$ cat src/rtl/baud_dezimierer.sv
`default_nettype none
// ============================================================================
// Module      : baud_dezimierer
// Description : Programmable baud-rate prescaler producing an oversample
//               strobe, a baud strobe, an oversample index and a 50 % duty
//               decimated clock.
// Revision    : 1.0 - initial release
// ============================================================================

module baud_dezimierer #(
    parameter int CNT_WIDTH   = 16,
    parameter int OS_FACTOR   = 16,
    parameter int DIV_DEFAULT = 27
) (
    input  logic                         clk,
    input  logic                         reset_n,
    input  logic                         enable,
    input  logic                         restart,
    input  logic                         load,
    input  logic [CNT_WIDTH-1:0]         div_val,
    output logic                         tick_os,
    output logic                         tick_baud,
    output logic                         clk_dez,
    output logic [$clog2(OS_FACTOR)-1:0] os_index
);

    localparam int                   OS_W      = $clog2(OS_FACTOR);
    localparam logic [OS_W-1:0]      c_OS_LAST = OS_W'(OS_FACTOR - 1);
    localparam logic [OS_W-1:0]      c_OS_HALF = OS_W'(OS_FACTOR / 2 - 1);
    localparam logic [CNT_WIDTH-1:0] c_DIV_RST = CNT_WIDTH'(DIV_DEFAULT);
    localparam logic [CNT_WIDTH-1:0] c_ONE     = CNT_WIDTH'(1);

    logic [CNT_WIDTH-1:0] r_div_pend;
    logic [CNT_WIDTH-1:0] r_div_act;
    logic [CNT_WIDTH-1:0] r_cnt;
    logic [OS_W-1:0]      r_os_index;
    logic                 r_tick_os;
    logic                 r_tick_baud;
    logic                 r_clk_dez;

    logic [CNT_WIDTH-1:0] w_div_eff;
    logic [CNT_WIDTH-1:0] w_cnt_last;
    logic                 w_wrap;
    logic [OS_W-1:0]      w_os_next;
    logic                 w_dez_flip;

    // A zero divisor behaves as one; ">=" also catches a divisor that shrank
    // below the running count, so the counter can never run past its period.
    always_comb begin
        w_div_eff  = (r_div_act == '0) ? c_ONE : r_div_act;
        w_cnt_last = w_div_eff - c_ONE;
        w_wrap     = enable && (r_cnt >= w_cnt_last);
        w_os_next  = (r_os_index == c_OS_LAST) ? '0 : r_os_index + 1'b1;
        w_dez_flip = (r_os_index == c_OS_HALF) || (r_os_index == c_OS_LAST);
    end

    // Pending divisor is written by load; the active one only changes at a
    // period boundary (wrap or restart), taking the pre-load pending value.
    always_ff @(posedge clk or negedge reset_n) begin
        if (!reset_n) begin
            r_div_pend <= c_DIV_RST;
            r_div_act  <= c_DIV_RST;
        end else if (restart) begin
            r_div_pend <= load ? div_val : r_div_pend;
            r_div_act  <= load ? div_val : r_div_pend;
        end else begin
            if (load) begin
                r_div_pend <= div_val;
            end
            if (w_wrap) begin
                r_div_act <= r_div_pend;
            end
        end
    end

    always_ff @(posedge clk or negedge reset_n) begin
        if (!reset_n) begin
            r_cnt <= '0;
        end else if (restart) begin
            r_cnt <= '0;
        end else if (enable) begin
            r_cnt <= w_wrap ? '0 : r_cnt + c_ONE;
        end
    end

    always_ff @(posedge clk or negedge reset_n) begin
        if (!reset_n) begin
            r_os_index  <= '0;
            r_clk_dez   <= 1'b0;
            r_tick_os   <= 1'b0;
            r_tick_baud <= 1'b0;
        end else if (restart) begin
            r_os_index  <= '0;
            r_clk_dez   <= 1'b0;
            r_tick_os   <= 1'b0;
            r_tick_baud <= 1'b0;
        end else begin
            r_tick_os   <= w_wrap;
            r_tick_baud <= w_wrap && (w_os_next == '0);
            if (w_wrap) begin
                r_os_index <= w_os_next;
                if (w_dez_flip) begin
                    r_clk_dez <= ~r_clk_dez;
                end
            end
        end
    end

    assign tick_os   = r_tick_os;
    assign tick_baud = r_tick_baud;
    assign clk_dez   = r_clk_dez;
    assign os_index  = r_os_index;

endmodule

`default_nettype wire

$ cat config.mk
export PLATFORM = sky130hd
export DESIGN_NAME = baud_dezimierer
export DESIGN_NICKNAME = d
export VERILOG_FILES = /design/src/rtl/baud_dezimierer.sv
export SDC_FILE = /design/constraint.sdc
export NUM_CORES = 1
export LEC_CHECK = 0
export ABC_AREA = 1
export CAP_MARGIN = 25
export CORE_MARGIN = 2
export CORE_UTILIZATION = 35
export CTS_BUF_LIST = sky130_fd_sc_hd__clkbuf_16
export DETAILED_ROUTE_END_ITERATION = 16
export PLACE_DENSITY = 0.52
export SLEW_MARGIN = 0
export SYNTH_ARGS = -nofsm -noshare
export SYNTH_HDL_FRONTEND = slang
export SYNTH_SLANG_ARGS = --single-unit
$ cat constraint.sdc
create_clock -name clk -period 7.7 [get_ports clk]
set_input_delay 1.925 -clock clk [delete_from_list [all_inputs] [get_ports clk]]
set_output_delay 1.925 -clock clk [all_outputs]
set_load 0.03 [all_outputs]
==> results.md, run 1 <==
Run status:
- The run finished with clean final reports.

Clock network:
- CTS saw 55 sinks.
- The clock passes through at most 2 buffers.
- TritonCTS created 5 clock buffers.
- The cell sitting at the root of the clock tree is a sky130_fd_sc_hd__clkbuf_16.
- The total setup buffers inserted after CTS is 0.
- The H-tree was split into 2 levels.
- The clock latency on the worst-skew pair is 0.29 ns.
- TritonCTS built the clock tree.
- The post-cts repair resize count is 0.
- Hold repair after CTS inserted 0 buffers.
- Clock-pin slew was measured on the worst setup and hold paths at 0.07 ns.

Logic synthesis:
- The count of mapped cells out of synthesis is 430.
- The main flop type after synthesis is sky130_fd_sc_hd__dfrtp_1.
- The number of nets in the synthesized netlist is 471.
- The count of yosys warnings during synthesis is 0.
- Counting flops with an async set or reset pin after synthesis yields a share of 100.0%.
- After synthesis the cells add up to 3288 um^2.
- The number of distinct library cells after synthesis is 29.
- Yosys mapped a number of flops with a built-in enable equal to 0.
- The register area share after synthesis is 42.16%.
- Synthesis inferred 55 register bits.
- A synthesized cell averages 7.647 um^2.

Routing:
- The initial detailed-routing violation count is 100.
- The detail-routed via count per cell is 4.609.
- In this run the remaining antenna-violating nets after routing total 0.
- The final route contains 2604 vias.
- The per-cell routed wire length is 11.58 um.
- In the routed design, unresolved DRC markers number 0.
- The first TritonRoute pass finished after 4 iterations.
- The final wirelength is 6540 um.

Worst setup path:
- STA puts the critical path data arrival time at 4.02 ns.
- Setup slack on the worst reg-to-reg path comes out at 3.88 ns.
- The capturing point of the worst reg2reg path is r_div_act[0]$_DFFE_PN1P_.
- The worst path required time is 7.90 ns.
- The setup path with the least slack is of type register to register.
- The worst setup path is captured at a register.
- The worst setup path is launched from a register.
- The highest fanout seen on the critical path is 39.
- The launching point of the worst reg2reg path is r_div_act[4]$_DFFE_PN1P_.
- The number of cells on the worst reg-to-reg path is 22.

Floorplan:
- The die is 100.9 um tall.
- The area of the placeable core is 9196 um^2.
- The top-level port count is 28.
- The floorplan step defined a die boundary enclosing 10190 um^2.
- After floorplanning, the core was divided into 35 placement rows.
- For this configuration, the core starts out at a cell density of 35.76%.
- The floorplan step set the die width to 100.9 um.

Timing:
- The headroom to the max-slew limit is 43.09%.
- Setup total negative slack on the finished layout was measured at 0 ns.
- The smallest setup slack after layout is 3.881 ns.
- The number of max-slew violations in the final report is 0.
- The fraction of the cycle the final worst path needs is 49.60%.
- The clock period minus final worst setup slack is 3.819 ns.
- On the final layout, the worst clock skew is 0.008013 ns.
- Based on the critical path, the design can be clocked at up to 261.9 MHz.
- The total of endpoints with negative setup slack in the final report is 0.
- The hold violation count in the final report came to 0.
- Setup repair after global routing left no endpoint under its margin.
- For the pin with the worst max-slew slack, the measured transition is 0.8510 ns.

Finish:
- In the final layout, the share of cells above drive strength 1 is 7.269%.
- The library cell used most frequently in the layout, excluding fill and tap cells, is sky130_fd_sc_hd__nand2_1.
- For this run, the number of standard cells in the final layout without fillers is 565.
- Leaving out fill and tap cells, the most frequent cells in the layout are sky130_fd_sc_hd__nand2_1 (117), sky130_fd_sc_hd__inv_1 (55), sky130_fd_sc_hd__o21ai_0 (49), sky130_fd_sc_hd__dfrtp_1 (47), sky130_fd_sc_hd__nor2_1 (36).
- The number of nets in the final layout is 494.
- The diode insertion count for antenna repair is 0.
- The area growth from synthesis to layout is 15.07%.
- The area of all placed cells without fillers is 3784 um^2.

Placement:
- The wire-length estimate of the detail-placed layout is 4867 um.
- Routability-driven placement finished with a final weighted congestion of 0.8269.
- Including well taps, the total number of placed cells is 557.
- The number of buffers added on ports is 27.
- The placed cell area is 3638 um^2.
- Timing analysis after detailed placement gives a worst setup slack of 3.766 ns.

Worst hold path:
- Along the worst hold path, the cell count comes to 2.
- The path type of the worst min-delay path is register to register.
- The origin of the worst min-delay path is r_div_pend[4]$_DFF_PN1_.
- The worst-case hold path end point is r_div_pend[4]$_DFF_PN1_.

Job:
- The number of max-cap violations is 0.

Global route:
- The via count of the first global-routing pass is 2463.
- The largest net degree at the start of global routing is 56.
- The overall fraction of global-route tracks in use is 14.23%.
- The first global-routing pass estimated 11720 um of wire.
- The initial antenna violation count came to 0.
- The leftover overflow at the end of global routing is 0.

Pwr:
- The internal portion of the total power is 478.5 uW.
- Summed over all cells, the static leakage comes to 1.860 nW.
- The share of total power in the clock network is 33.4%.
- In this run the power density over the cells is 178.0 nW/um^2.
- In this run, flip-flops and latches consume 48.2% of the power.
- The total power consumption of the routed design is 673.5 uW.
- Net switching is 28.95% of the power.
- The peak supply drop is 0.09599 mV.
- Per report_power, the combinational group accounts for 18.4% of the total.
- The net switching power figure is 195.0 uW.
-- cells in the mapped netlist, types with 3 or more instances --
master / number / area (um^2)
sky130_fd_sc_hd__o21ai_0: 49 / 245.2
sky130_fd_sc_hd__nor3_1: 13 / 65.06
sky130_fd_sc_hd__nor2_2: 3 / 18.77
sky130_fd_sc_hd__dfrtp_1: 47 / 1176
sky130_fd_sc_hd__xor2_1: 14 / 122.6
sky130_fd_sc_hd__clkbuf_1: 6 / 22.52
sky130_fd_sc_hd__inv_1: 55 / 206.5
sky130_fd_sc_hd__dfstp_2: 8 / 210.2
sky130_fd_sc_hd__nand3_1: 22 / 110.1
sky130_fd_sc_hd__buf_2: 3 / 15.01
sky130_fd_sc_hd__a21oi_1: 8 / 40.04
sky130_fd_sc_hd__nand2_2: 3 / 18.77
sky130_fd_sc_hd__nor3_2: 3 / 30.03
sky130_fd_sc_hd__nand2_1: 117 / 439.2
sky130_fd_sc_hd__nand4_1: 7 / 43.79
sky130_fd_sc_hd__ha_1: 20 / 250.2
sky130_fd_sc_hd__nor2_1: 36 / 135.1
-- layer usage --
| metal | global-route usage [%] | share of wire, % | routed length (um) | vias up |
|---|---|---|---|---|
| met3 | 2.427 | 3.7 | 245 | 9 |
| met4 | 3.638 | 1.5 | 95 | 0 |
| met5 | 0 | 0 | 0 | - |
| li1 | - | - | - | 1426 |
| met1 | 21.43 | 53 | 3483 | 1128 |
| met2 | 21.08 | 42 | 2716 | 41 |
-- sequential cells by signal (all words and copies together) (netlist names) --
name,cells
r_cnt,16
r_div_act,16
r_div_pend,16
os_index,4
clk_dez,1
tick_baud,1
tick_os,1
-- power groups by stage --
| stage | combinational (mW) | clock (mW) | sequential (mW) |
|---|---|---|---|
| finish | 0.124 | 0.225 | 0.325 |
| global route | 0.148 | 0.246 | 0.327 |
| CTS | 0.126 | 0.232 | 0.325 |
| detailed placement | 0.125 | 0 | 0.331 |
| global placement | 0.124 | 0 | 0.330 |
| floorplan | 0.0884 | 0 | 0.327 |
-- cell type report --
class	count	area, um^2
clock buffers	5	125.1
flip-flops and latches	55	1386
repair buffers	29	280.3
fillers	965	5413
multi-input cells	306	1623
well taps	111	138.9
inverters	56	210.2
clock inverters	3	20.02
-- metrics by stage --
stage | util [%] | hold WS [ns]
after detailed placement | 39.56 | 0.5077
after global placement | 39.56 | 0.4981
after floorplan | - | 0.4775
after CTS | 41.14 | 0.5221
final | 41.14 | 0.5160
after global routing | 41.14 | 0.5463
-- kinds of logic after synthesis --
kind of cell,after synthesis,share of synthesized area (%)
flops,55,42.16
fa+ha+maj,20,7.610
buf+inv,69,8.485
compound gates,62,9.817
simple gates,208,27.66
xor+xnor,16,4.262
-- worst max path at each step --
stage	to	startpoint	depth (start not counted)
2_1_floorplan	r_cnt[8]$_DFFE_PN0P_	r_div_act[4]$_DFFE_PN1P_	23
3_3_place_gp	r_div_act[0]$_DFFE_PN1P_	restart	6
3_5_place_dp	r_div_act[9]$_DFFE_PN0P_	restart	5
4_1_cts	r_cnt[2]$_DFFE_PN0P_	r_div_act[4]$_DFFE_PN1P_	21
5_1_grt	r_div_act[4]$_DFFE_PN1P_	r_div_act[4]$_DFFE_PN1P_	21
6_report	r_div_act[0]$_DFFE_PN1P_	r_div_act[4]$_DFFE_PN1P_	22
-- worst max-delay path, cell delays in order, from the launching register on --
cell and delay, ns:
sky130_fd_sc_hd__dfstp_2 0.57, sky130_fd_sc_hd__nor2_1 0.05, sky130_fd_sc_hd__nand2_1 0.08, sky130_fd_sc_hd__nor2_1 0.04, sky130_fd_sc_hd__nand3_1 0.09, sky130_fd_sc_hd__nand2_1 0.06
sky130_fd_sc_hd__inv_1 0.07, sky130_fd_sc_hd__ha_1 0.18, sky130_fd_sc_hd__nand3_1 0.15, sky130_fd_sc_hd__nor2_1 0.24, sky130_fd_sc_hd__nand3_1 0.15, sky130_fd_sc_hd__nor2_1 0.14
sky130_fd_sc_hd__xor2_1 0.15, sky130_fd_sc_hd__inv_1 0.05, sky130_fd_sc_hd__ha_1 0.27, sky130_fd_sc_hd__nand2_1 0.07, sky130_fd_sc_hd__nor3_1 0.19, sky130_fd_sc_hd__nand2_1 0.07
sky130_fd_sc_hd__nand2_1 0.13, sky130_fd_sc_hd__nand2_2 0.19, sky130_fd_sc_hd__nand2_2 0.57, sky130_fd_sc_hd__nand2_1 0.12, sky130_fd_sc_hd__o21ai_0 0.11
No activity file was read; power rests on OpenSTA's default activity.
==> inputs of run 2 (changes only) <==
--- a/config.mk
+++ b/config.mk
@@ -11,7 +11,7 @@
 export CORE_UTILIZATION = 35
 export CTS_BUF_LIST = sky130_fd_sc_hd__clkbuf_16
 export DETAILED_ROUTE_END_ITERATION = 16
-export PLACE_DENSITY = 0.52
+export PLACE_DENSITY = 0.54
 export SLEW_MARGIN = 0
 export SYNTH_ARGS = -nofsm -noshare
 export SYNTH_HDL_FRONTEND = slang
==> constraint.sdc (replaced) <==
create_clock -name clk -period 3.2 [get_ports clk]
set_input_delay 0.8 -clock clk [delete_from_list [all_inputs] [get_ports clk]]
set_output_delay 0.8 -clock clk [all_outputs]
set_load 0.03 [all_outputs]
==> results.md, run 2 (synthesis results as in run 1) <==
Floorplan:
- The top-level port count is 28 (unchanged).
- The number of placement rows is 35 (unchanged).
- The floorplan die area is 10190 um^2 (unchanged).
- The die span in y is 100.9 um (unchanged).
- The area of the placeable core is 9196 um^2 (unchanged).
- The width of the die is 100.9 um (unchanged).
- The effective utilization at floorplan is 35.76% (unchanged).

Placement:
- The number of buffers added on ports is 27 (unchanged).
- The placed cell area is 3761 um^2 (was 3638 um^2).
- The worst setup slack before clock tree synthesis is 0.002966 ns (was 3.766 ns).
- The routability-driven placement congestion ratio is 0.8384 (was 0.8269).
- The placed cell count is 570 (was 557).
- The final HPWL from detailed placement is 5208 um (was 4867 um).

Routing:
- The final wirelength is 7212 um (was 6540 um).
- The initial detailed-routing violation count was 96 (was 100).
- The detail-routed via count per cell is 4.683 (was 4.609).
- The number of antenna-violating nets in the routed design came to 0 (unchanged).
- The DRC violation count after routing is 0 (unchanged).
- The via total after detailed routing is 2744 (was 2604).
- The per-cell routed wire length is 12.31 um (was 11.58 um).
- The first-pass detailed-route iteration total was 4 (unchanged).

Finish:
- The number of non-filler instances in the completed layout is 586 (was 565).
- The synthesis-to-finish area growth is 26.33% (was 15.07%).
- Largest regs: r_cnt x16, r_div_act x16, r_div_pend x16 (unchanged).
- The diode insertion count for antenna repair is 0 (unchanged).
- The share of final-layout standard cells stronger than drive strength 1 is 17.89% (was 7.269%).
- Top library cells by usage in the layout, fill and taps aside: sky130_fd_sc_hd__nand2_1 (107), sky130_fd_sc_hd__inv_1 (49), sky130_fd_sc_hd__dfrtp_1 (47), sky130_fd_sc_hd__o21ai_0 (38), sky130_fd_sc_hd__nor2_1 (31) (was sky130_fd_sc_hd__nand2_1 (117), sky130_fd_sc_hd__inv_1 (55), sky130_fd_sc_hd__o21ai_0 (49), sky130_fd_sc_hd__dfrtp_1 (47), sky130_fd_sc_hd__nor2_1 (36)).
- The area of all placed cells without fillers came to 4154 um^2 (was 3784 um^2).
- The number of nets in the final layout is 515 (was 494).
- The most common library cell in the layout ignoring fill and taps is sky130_fd_sc_hd__nand2_1 (unchanged).

Clock network:
- The clock transition at the registers of the reported paths is 0.08 ns (was 0.07 ns).
- The quantity of hold-fixing buffers added after cts is 0 (unchanged).
- The H-tree depth reported by CTS was 2 (unchanged).
- The buffer depth of the longest clock path was 2 (unchanged).
- The TritonCTS clock tree is built (unchanged).
- The number of clock sinks seen by CTS is 55 (unchanged).
- The clock latency on the worst-skew pair is 0.30 ns (was 0.29 ns).
- The number of buffers added by the clock tree synthesis step is 5 (unchanged).
- The library cell used as clock root buffer was sky130_fd_sc_hd__clkbuf_16 (unchanged).

Worst setup path:
- The number of cells on the worst reg-to-reg path is 24 (was 22).
- The capturing point of the worst reg2reg path is r_cnt[6]$_DFFE_PN0P_ (was r_div_act[0]$_DFFE_PN1P_).
- The start-to-end type of the worst setup path is register to register (unchanged).
- The critical path data arrival time is 3.24 ns (was 4.02 ns).
- The setup slack of the most critical reg-to-reg path is 0.16 ns (was 3.88 ns).
- The worst path required time is 3.41 ns (was 7.90 ns).
- The type of destination of the critical path is a register (unchanged).
- The critical path startpoint category is a register (unchanged).
- The launching element of the worst setup path is r_div_act[13]$_DFFE_PN0P_ (was r_div_act[4]$_DFFE_PN1P_).
- The highest fanout seen on the critical path came to 13 (was 39).
- The launching point of the worst reg2reg path is r_div_act[13]$_DFFE_PN0P_ (was r_div_act[4]$_DFFE_PN1P_).

Timing:
- The total of endpoints with negative setup slack in the final report is 0 (unchanged).
- The clock period minus final worst setup slack came to 3.038 ns (was 3.819 ns).
- The fraction of the cycle the final worst path needs is 94.93% (was 49.60%).
- The number of max-slew violations in the final report is 0 (unchanged).
- The hold violation count in the final report is 0 (unchanged).
- The worst hold slack is 0.5123 ns (was 0.5160 ns).
- The post-route clock skew is 0.01096 ns (was 0.008013 ns).
- The smallest setup slack after layout is 0.1622 ns (was 3.881 ns).
- RSZ-0062 raised after global routing: true (was false).
- The transition at the pin with the smallest max-transition slack is 0.6100 ns (was 0.8510 ns).
- The maximum achievable frequency came to 329.2 MHz (was 261.9 MHz).
- The headroom to the max-slew limit came to 59.33% (was 43.09%).

Run status:
- Run status: finished clean (unchanged).

Global route:
- The via count of the first global-routing pass is 2550 (was 2463).
- The leftover overflow at the end of global routing is 0 (unchanged).
- The initial antenna violation count came to 0 (unchanged).
- The overall fraction of global-route tracks in use is 14.64% (was 14.23%).
- The largest net degree at the start of global routing is 33 (was 56).
- The global-route wire length before repair is 11880 um (was 11720 um).

Pwr:
- The peak supply drop is 0.2198 mV (was 0.09599 mV).
- The leakage power of the design is 2.012 nW (was 1.860 nW).
- The power density over the cells was 417.1 nW/um^2 (was 178.0 nW/um^2).

Worst hold path:
- The path type of the worst min-delay path is input pin to asynchronous set/reset pin (was register to register).

Job:
- The number of max-cap violations is 0 (unchanged).
[run 2: per-layer routing]
metal	track usage, %	part of all wire [%]	vias to the layer above
met3	2.427	2.8	7
met4	3.742	1.0	0
li1	-	-	1459
met2	22.51	44	47
met5	0	0	-
met1	21.42	52	1231
[run 2: stage by stage]
step | utilization (%) | power, mW | setup TNS (ns)
final | 45.17 | 1.733 | 0
after global routing | 45.17 | 1.840 | -0.1889
after CTS | 42.54 | 1.692 | 0
after detailed placement | 40.90 | 1.122 | 0
after global placement | 40.90 | 1.117 | 0
after floorplan | - | 0.9992 | 0
[run 2: cell type report]
class                      instances  area [um^2]
inverter                          56        210.2
tap                              111        138.9
multi-input combinational        306         1753
clock inverter                     3        23.77
sequential                        55         1386
timing repair buffer              50        516.7
clock buffer                       5        125.1
fill                             889         5042
[run 2: worst max-delay path by stage]
stage	end	slack, ns
floorplan	r_cnt[8]$_DFFE_PN0P_	0.15
CTS	r_cnt[6]$_DFFE_PN0P_	0.02
global placement	os_index[0]$_DFFE_PN0P_	0.08
finish	r_cnt[6]$_DFFE_PN0P_	0.16
detailed placement	r_cnt[6]$_DFFE_PN0P_	0.003
global route	r_div_act[0]$_DFFE_PN1P_	-0.04
[run 2: power breakdown]
group	switching (mW)	internal [mW]
sequential	0.0318	0.749
clock	0.263	0.295
combinational	0.227	0.167
[run 2: what timing repair did]
item,4_1_cts,5_1_grt
gates resized for setup,1,51
endpoints found under the setup margin,8,39
pin swaps,0,14
buffers inserted,0,5
cloned,0,3
[run 2: critical path, stage by stage, from the launching register on]
cell,delay (ns)
sky130_fd_sc_hd__dfrtp_1,0.39
sky130_fd_sc_hd__inv_2,0.07
sky130_fd_sc_hd__nand2_2,0.07
sky130_fd_sc_hd__nor3_2,0.22
sky130_fd_sc_hd__nand3_1,0.12
sky130_fd_sc_hd__nand2_1,0.10
sky130_fd_sc_hd__inv_2,0.05
sky130_fd_sc_hd__ha_4,0.16
sky130_fd_sc_hd__nand3_4,0.07
sky130_fd_sc_hd__buf_6,0.11
sky130_fd_sc_hd__nor3_4,0.03
sky130_fd_sc_hd__xor2_1,0.15
sky130_fd_sc_hd__ha_1,0.29
sky130_fd_sc_hd__nand2_1,0.08
sky130_fd_sc_hd__inv_2,0.04
sky130_fd_sc_hd__nand2_2,0.06
sky130_fd_sc_hd__nor2_1,0.04
sky130_fd_sc_hd__nor2_1,0.10
sky130_fd_sc_hd__nand2_1,0.08
sky130_fd_sc_hd__nand2_1,0.06
sky130_fd_sc_hd__nand2_1,0.07
sky130_fd_sc_hd__nand2_2,0.11
sky130_fd_sc_hd__nand2_4,0.11
sky130_fd_sc_hd__buf_8,0.20
sky130_fd_sc_hd__nor3_1,0.14
==> variant 1, RTL diff (flow settings as in run 1) <==
Change the parameter `OS_FACTOR` from 16 to 32.
--- a/src/rtl/baud_dezimierer.sv
+++ b/src/rtl/baud_dezimierer.sv
@@ -10,5 +10,5 @@
 module baud_dezimierer #(
     parameter int CNT_WIDTH   = 16,
-    parameter int OS_FACTOR   = 16,
+    parameter int OS_FACTOR   = 32,
     parameter int DIV_DEFAULT = 27
 ) (
Ports: changed (resized os_index); port bits go from 28 to 29. The function was not compared with the original's and may differ.
==> variant 1 against run 1 <==
Core utilization rose by 0.41 points; first-iteration DRC count fell by 14%; fmax barely moved; area after synthesis fell by 1.3%; total power rose by 9.9%; sequential share of layout area rose by 0.65 points; sequential cell count rose by 1; synthesized cell count fell by 12%; sequential power rose by 7.1%; setup slack improved by 0.0017 ns; final area barely moved; wire length rose by 1.9%; highest routed layer unchanged.
==> variant 1: results (changes against run 1) <==
Status:
- The flow ran to the end, and the final reports show no timing, DRC or antenna violations.

Logic synthesis:
- Yosys attributes the largest share of cell area to dfrtp_1, nand2_1, ha_1.
- The post-synthesis area per instance came to 8.564 sq um (+12%).
- Sorting the synthesized cells by how often they occur yields nand2_1, dfrtp_1, nand3_1.

GRT:
- The global-route met1 utilization is 0.2105 (-0.003837).
- The global routing usage on met3 is 0.02577 (+0.001494).
- The maximum number of pins on one net before global-route repair is 57 (+1.8%).
- The via count of the first global-routing pass is 2431 (-1.3%).

Final layout:
- The net count reported at finish is 448 (-9.3%).

Power:
- The maximum ir drop on the vdd rail is 0.1060 mV (+10%).
- The combinational cell fraction of total power is 0.176 (-0.008).
- The clock group share of total power is 0.355 (+0.021).

Worst setup path:
- The critical path arrival came to 4.03 ns (about the same).
- The highest net fanout along the worst path was 22 (-44%).
- The delay of the slowest cell on the worst path was 0.73 ns (+0.16 ns).

Drt:
- The total number of vias is 2488 (-4.5%).
- The initial DRC count was 86 (-14%).
- The average detailed-routed wire length per instance was 12.89 um (+11%).
- The total met3 wirelength after detailed routing came to 165 um (-33%).
- The average vias per placed instance is 4.812 (+4.4%).

Placed design:
- The quantity of I/O buffers inserted on ports is 28 (+3.7%).
- The placement-stage worst setup slack is 3.786 ns (+0.01958 ns).
- The detailed placer's ending HPWL is 4.905 mm (+0.78%).
- The number of placed cells counting well taps came to 509 (-8.6%).

Timing:
- The worst clock skew is 0.005149 ns (-0.002865 ns).
- The headroom to the max-slew limit is 0.4625 (+0.03155).
-- variant 1: cell types whose count changed in the layout (fill, tap and decap cells not counted), sizes merged, moves of 3 or more --
cell	run 1	this run
nand2	120	93
nand3	23	42
nor3	18	13
xor2	14	17
mux2	0	16
o21ai	50	8
nor2	39	46
xnor2	2	7
inv	56	30
-- variant 1: layout make-up --
type	instances	area, sq um
clock buffers	5	125.1
well taps	111	138.9
fillers	942	5324
inverters	28	105.1
flip-flops and latches	56	1411
repair buffers	30	290.3
clock inverters	3	42.54
multi-input cells	284	1672
-- variant 1: final timing paths --
path | to | from | slack (ns) | cells after the start
worst max-delay path | os_index[4] | r_div_act[6] | 3.88 | 23
worst min-delay path | r_div_act[11] | r_div_pend[11] | 0.48 | 2
worst max register to register | os_index[4] | r_div_act[6] | 3.88 | 23
worst min register to register | r_div_act[11] | r_div_pend[11] | 0.48 | 2
max in group asynchronous | r_cnt[2] | reset_n | 5.45 | 2
min in group asynchronous | r_cnt[4] | reset_n | 1.75 | 2
-- variant 1: cell families after synthesis --
group / count (synthesis) / synth area share
buffers and inverters: 39 / 0.05011
DFF: 56 / 0.4348
and+or+nand+nor: 203 / 0.2795
adders and majority gates: 22 / 0.08481
muxes: 16 / 0.05551
xor gates and xnor gates: 24 / 0.06476
AOI/OAI and AO/OA: 19 / 0.03045
-- variant 1: worst max-delay path: cells and delay by family (launching register included) --
| kind | cells | cell delay, ns |
|---|---|---|
| compound gates | 1 | 0.11 |
| simple gates | 17 | 2.43 |
| fa+ha+maj | 2 | 0.50 |
| xor+xnor | 1 | 0.15 |
| buf+inv | 2 | 0.11 |
| flops | 1 | 0.42 |
==> variant 2, RTL diff (flow settings as in run 1) <==
Made on the original files. Reset style: synchronous (`reset_n`), changed in 3 clocked blocks.
--- a/src/rtl/baud_dezimierer.sv
+++ b/src/rtl/baud_dezimierer.sv
@@ -57,5 +57,5 @@
     // Pending divisor is written by load; the active one only changes at a
     // period boundary (wrap or restart), taking the pre-load pending value.
-    always_ff @(posedge clk or negedge reset_n) begin
+    always_ff @(posedge clk) begin
         if (!reset_n) begin
             r_div_pend <= c_DIV_RST;
@@ -74,5 +74,5 @@
     end
 
-    always_ff @(posedge clk or negedge reset_n) begin
+    always_ff @(posedge clk) begin
         if (!reset_n) begin
             r_cnt <= '0;
@@ -84,5 +84,5 @@
     end
 
-    always_ff @(posedge clk or negedge reset_n) begin
+    always_ff @(posedge clk) begin
         if (!reset_n) begin
             r_os_index  <= '0;
Formal check against the unedited RTL: differs if reset_n is asserted again (counterexample within 4 cycles, from zero or initial values and one cycle with reset_n low); with reset_n held inactive, the same outputs for 4 cycles.
==> variant 2 against run 1 <==
Largest cell class unchanged; hold slack worse by 0.024 ns; largest power group unchanged; setup slack worse by 0.46 ns; sequential cell count unchanged; area after synthesis down 9.4%; sequential power down 6.2%; highest routed layer unchanged; final area down 7.7%; die area down 9.0%; critical endpoint is now r_cnt[12]; total power down 5.9%; first-iteration DRC count down 9.0%; wire length down 4.8%; combinational power down 39%.
==> variant 2: results (changes against run 1) <==
Status:
- The flow ran to the end, and the final reports show no timing, DRC or antenna violations.

Logic synthesis:
- After synthesis, the most frequently instantiated cells are nand2_1, dfxtp_1, nand3_1.
- The share of synthesized area occupied by flip-flops and latches is 0.3696 (-0.05202).
- Yosys attributes the largest share of cell area to dfxtp_1, nand2_1, nand3_1.
- The async set-or-reset flop fraction in the synthesized netlist is 0 (-1.000).
- The number of warnings reported in the yosys synthesis log is 0 (unchanged).
- The number of distinct library cells after synthesis is 22 (-24%).
- The net count after synthesis is 453 (-3.8%).

Drt:
- The number of iterations in the first detailed-routing pass is 4 (unchanged).
- The initial DRC count is 91 (-9.0%).
- The average vias per placed instance is 4.764 (+3.4%).
- The average detailed-routed wire length per instance is 11.55 um (-0.19%).

Worst setup path:
- The slowest stage of the critical path is the nand2_1 cell.
- The capture point of the worst path is r_cnt[12].
- The number of cells on the worst reg-to-reg path is 21 (-4.5%).
- The highest net fanout along the worst path is 22 (-44%).
- The critical path arrival is 4.48 ns (+0.46 ns).
- The delay of the slowest cell on the worst path is 0.54 ns (-0.03 ns).
- The critical path starts at r_div_act[4].

Min path:
- The path class of the lowest-slack min-delay path is reg -> reg.
- The cell count of the worst hold path was 2 (unchanged).

Placed design:
- The detailed placer's ending HPWL came to 4.816 mm (-1.0%).
- The quantity of I/O buffers inserted on ports is 27 (unchanged).
- The placement-stage worst setup slack is 3.377 ns (-0.3894 ns).
- The final estimated routing congestion in global placement is 0.7819 (-5.4%).

Final layout:
- The number of antenna repair diodes is 0 (unchanged).
- The fraction of layout instances using a drive strength above 1 was 0.02995 (-0.04273).
- In the final layout, the registers with the most flip-flops are r_cnt x16, r_div_act x16, r_div_pend x16.
- The total of fill cells in the finished design came to 842 (-13%).
- The net count reported at finish is 475 (-3.8%).

Clock tree:
- The clock insertion delay at the later pin of the skew report was 0.29 ns (about the same).
- The number of levels the H-tree was split into is 2 (unchanged).
- The library cell used as clock root buffer is clkbuf_16.
- The number of resized instances in the post-cts repair step is 0 (unchanged).
- The post-CTS repair timing setup buffer count is 0 (unchanged).
- The clock input transition at the sequential cells of the worst setup and hold paths is 0.07 ns (about the same).
- The number of buffers on the longest clock path was 2 (unchanged).
- The CTS buffer count is 5 (unchanged).

GRT:
- The initial antenna violation count is 0 (unchanged).
- The maximum number of pins on one net before global-route repair was 30 (-46%).
- The via count of the first global-routing pass was 2341 (-5.0%).
- The global-route wire length before repair is 10.36 mm (-12%).
- The global routing usage summed across all routing layers came to 0.1422 (about the same).

Power:
- The maximum ir drop on the vdd rail came to 0.08506 mV (-11%).
- The standby leakage power was 1.531 nW (-18%).

Timing:
- The worst clock skew was 0.008207 ns (+0.0001937 ns).
- The slew at the pin closest to its max-slew limit is 0.8218 ns (-0.02917 ns).
- The minimum period implied by the final worst setup slack is 4.277 ns (+0.4578 ns).
variant 2: worst min path at each step:
stage / slack, ns / from / endpoint
global route: 0.53 / r_div_pend[3] / r_div_pend[3]
detailed placement: 0.47 / r_div_pend[3] / r_div_pend[3]
floorplan: 0.45 / r_div_pend[0] / r_div_pend[0]
global placement: 0.47 / r_div_pend[3] / r_div_pend[3]
CTS: 0.49 / r_div_pend[3] / r_div_pend[3]
finish: 0.49 / r_div_pend[3] / r_div_pend[3]
variant 2: routing by layer:
metal  GRT usage  part of all wire
met5           0                 0
met2      0.2297              0.44
met1      0.1918              0.53
met4     0.02500            0.0055
met3     0.03837             0.028
variant 2: worst max-delay path: cells and delay by family, from the launching register on:
kind / cells / cell delay [ns]
buffers and inverters: 3 / 0.22
adders and majority gates: 2 / 0.46
xor gates and xnor gates: 1 / 0.16
DFF: 1 / 0.42
and+or+nand+nor: 13 / 2.67
AOI/OAI and AO/OA: 2 / 0.24
variant 2: report_power, final:
| group | switching (W) | internal, W | total (W) |
|---|---|---|---|
| combinational | 0.0000440 | 0.0000321 | 0.0000761 |
| clock | 0.000101 | 0.000152 | 0.000253 |
| sequential | 0.00000954 | 0.000295 | 0.000305 |
variant 2: layout make-up:
cell class                      instances  share of cell area
Sequential cell                        55              0.3153
Inverter                               37             0.03977
Clock buffer                            5             0.03583
Tap cell                              105             0.03762
Timing Repair Buffer                   28             0.07954
Clock inverter                          2             0.01075
Multi-Input combinational cell        307              0.4812
variant 2: cells by family (layout without fill, tap and decap cells):
logic type	count (synthesis)	after routing	share of synthesized area
xor+xnor	21	21	0.06174
flops	55	55	0.3696
compound gates	35	35	0.06174
mux	10	10	0.03360
buf+inv	50	72	0.06636
fa+ha+maj	20	20	0.08400
simple gates	221	221	0.3230
variant 2: stage by stage:
| step | area, sq um | std cells |
|---|---|---|
| 4_1_cts | 3492 | 539 |
| 3_3_place_gp | 3329 | 532 |
| 2_1_floorplan | 2979 | 412 |
| 3_5_place_dp | 3329 | 532 |
| 5_1_grt | 3492 | 539 |
| 6_report | 3492 | 539 |
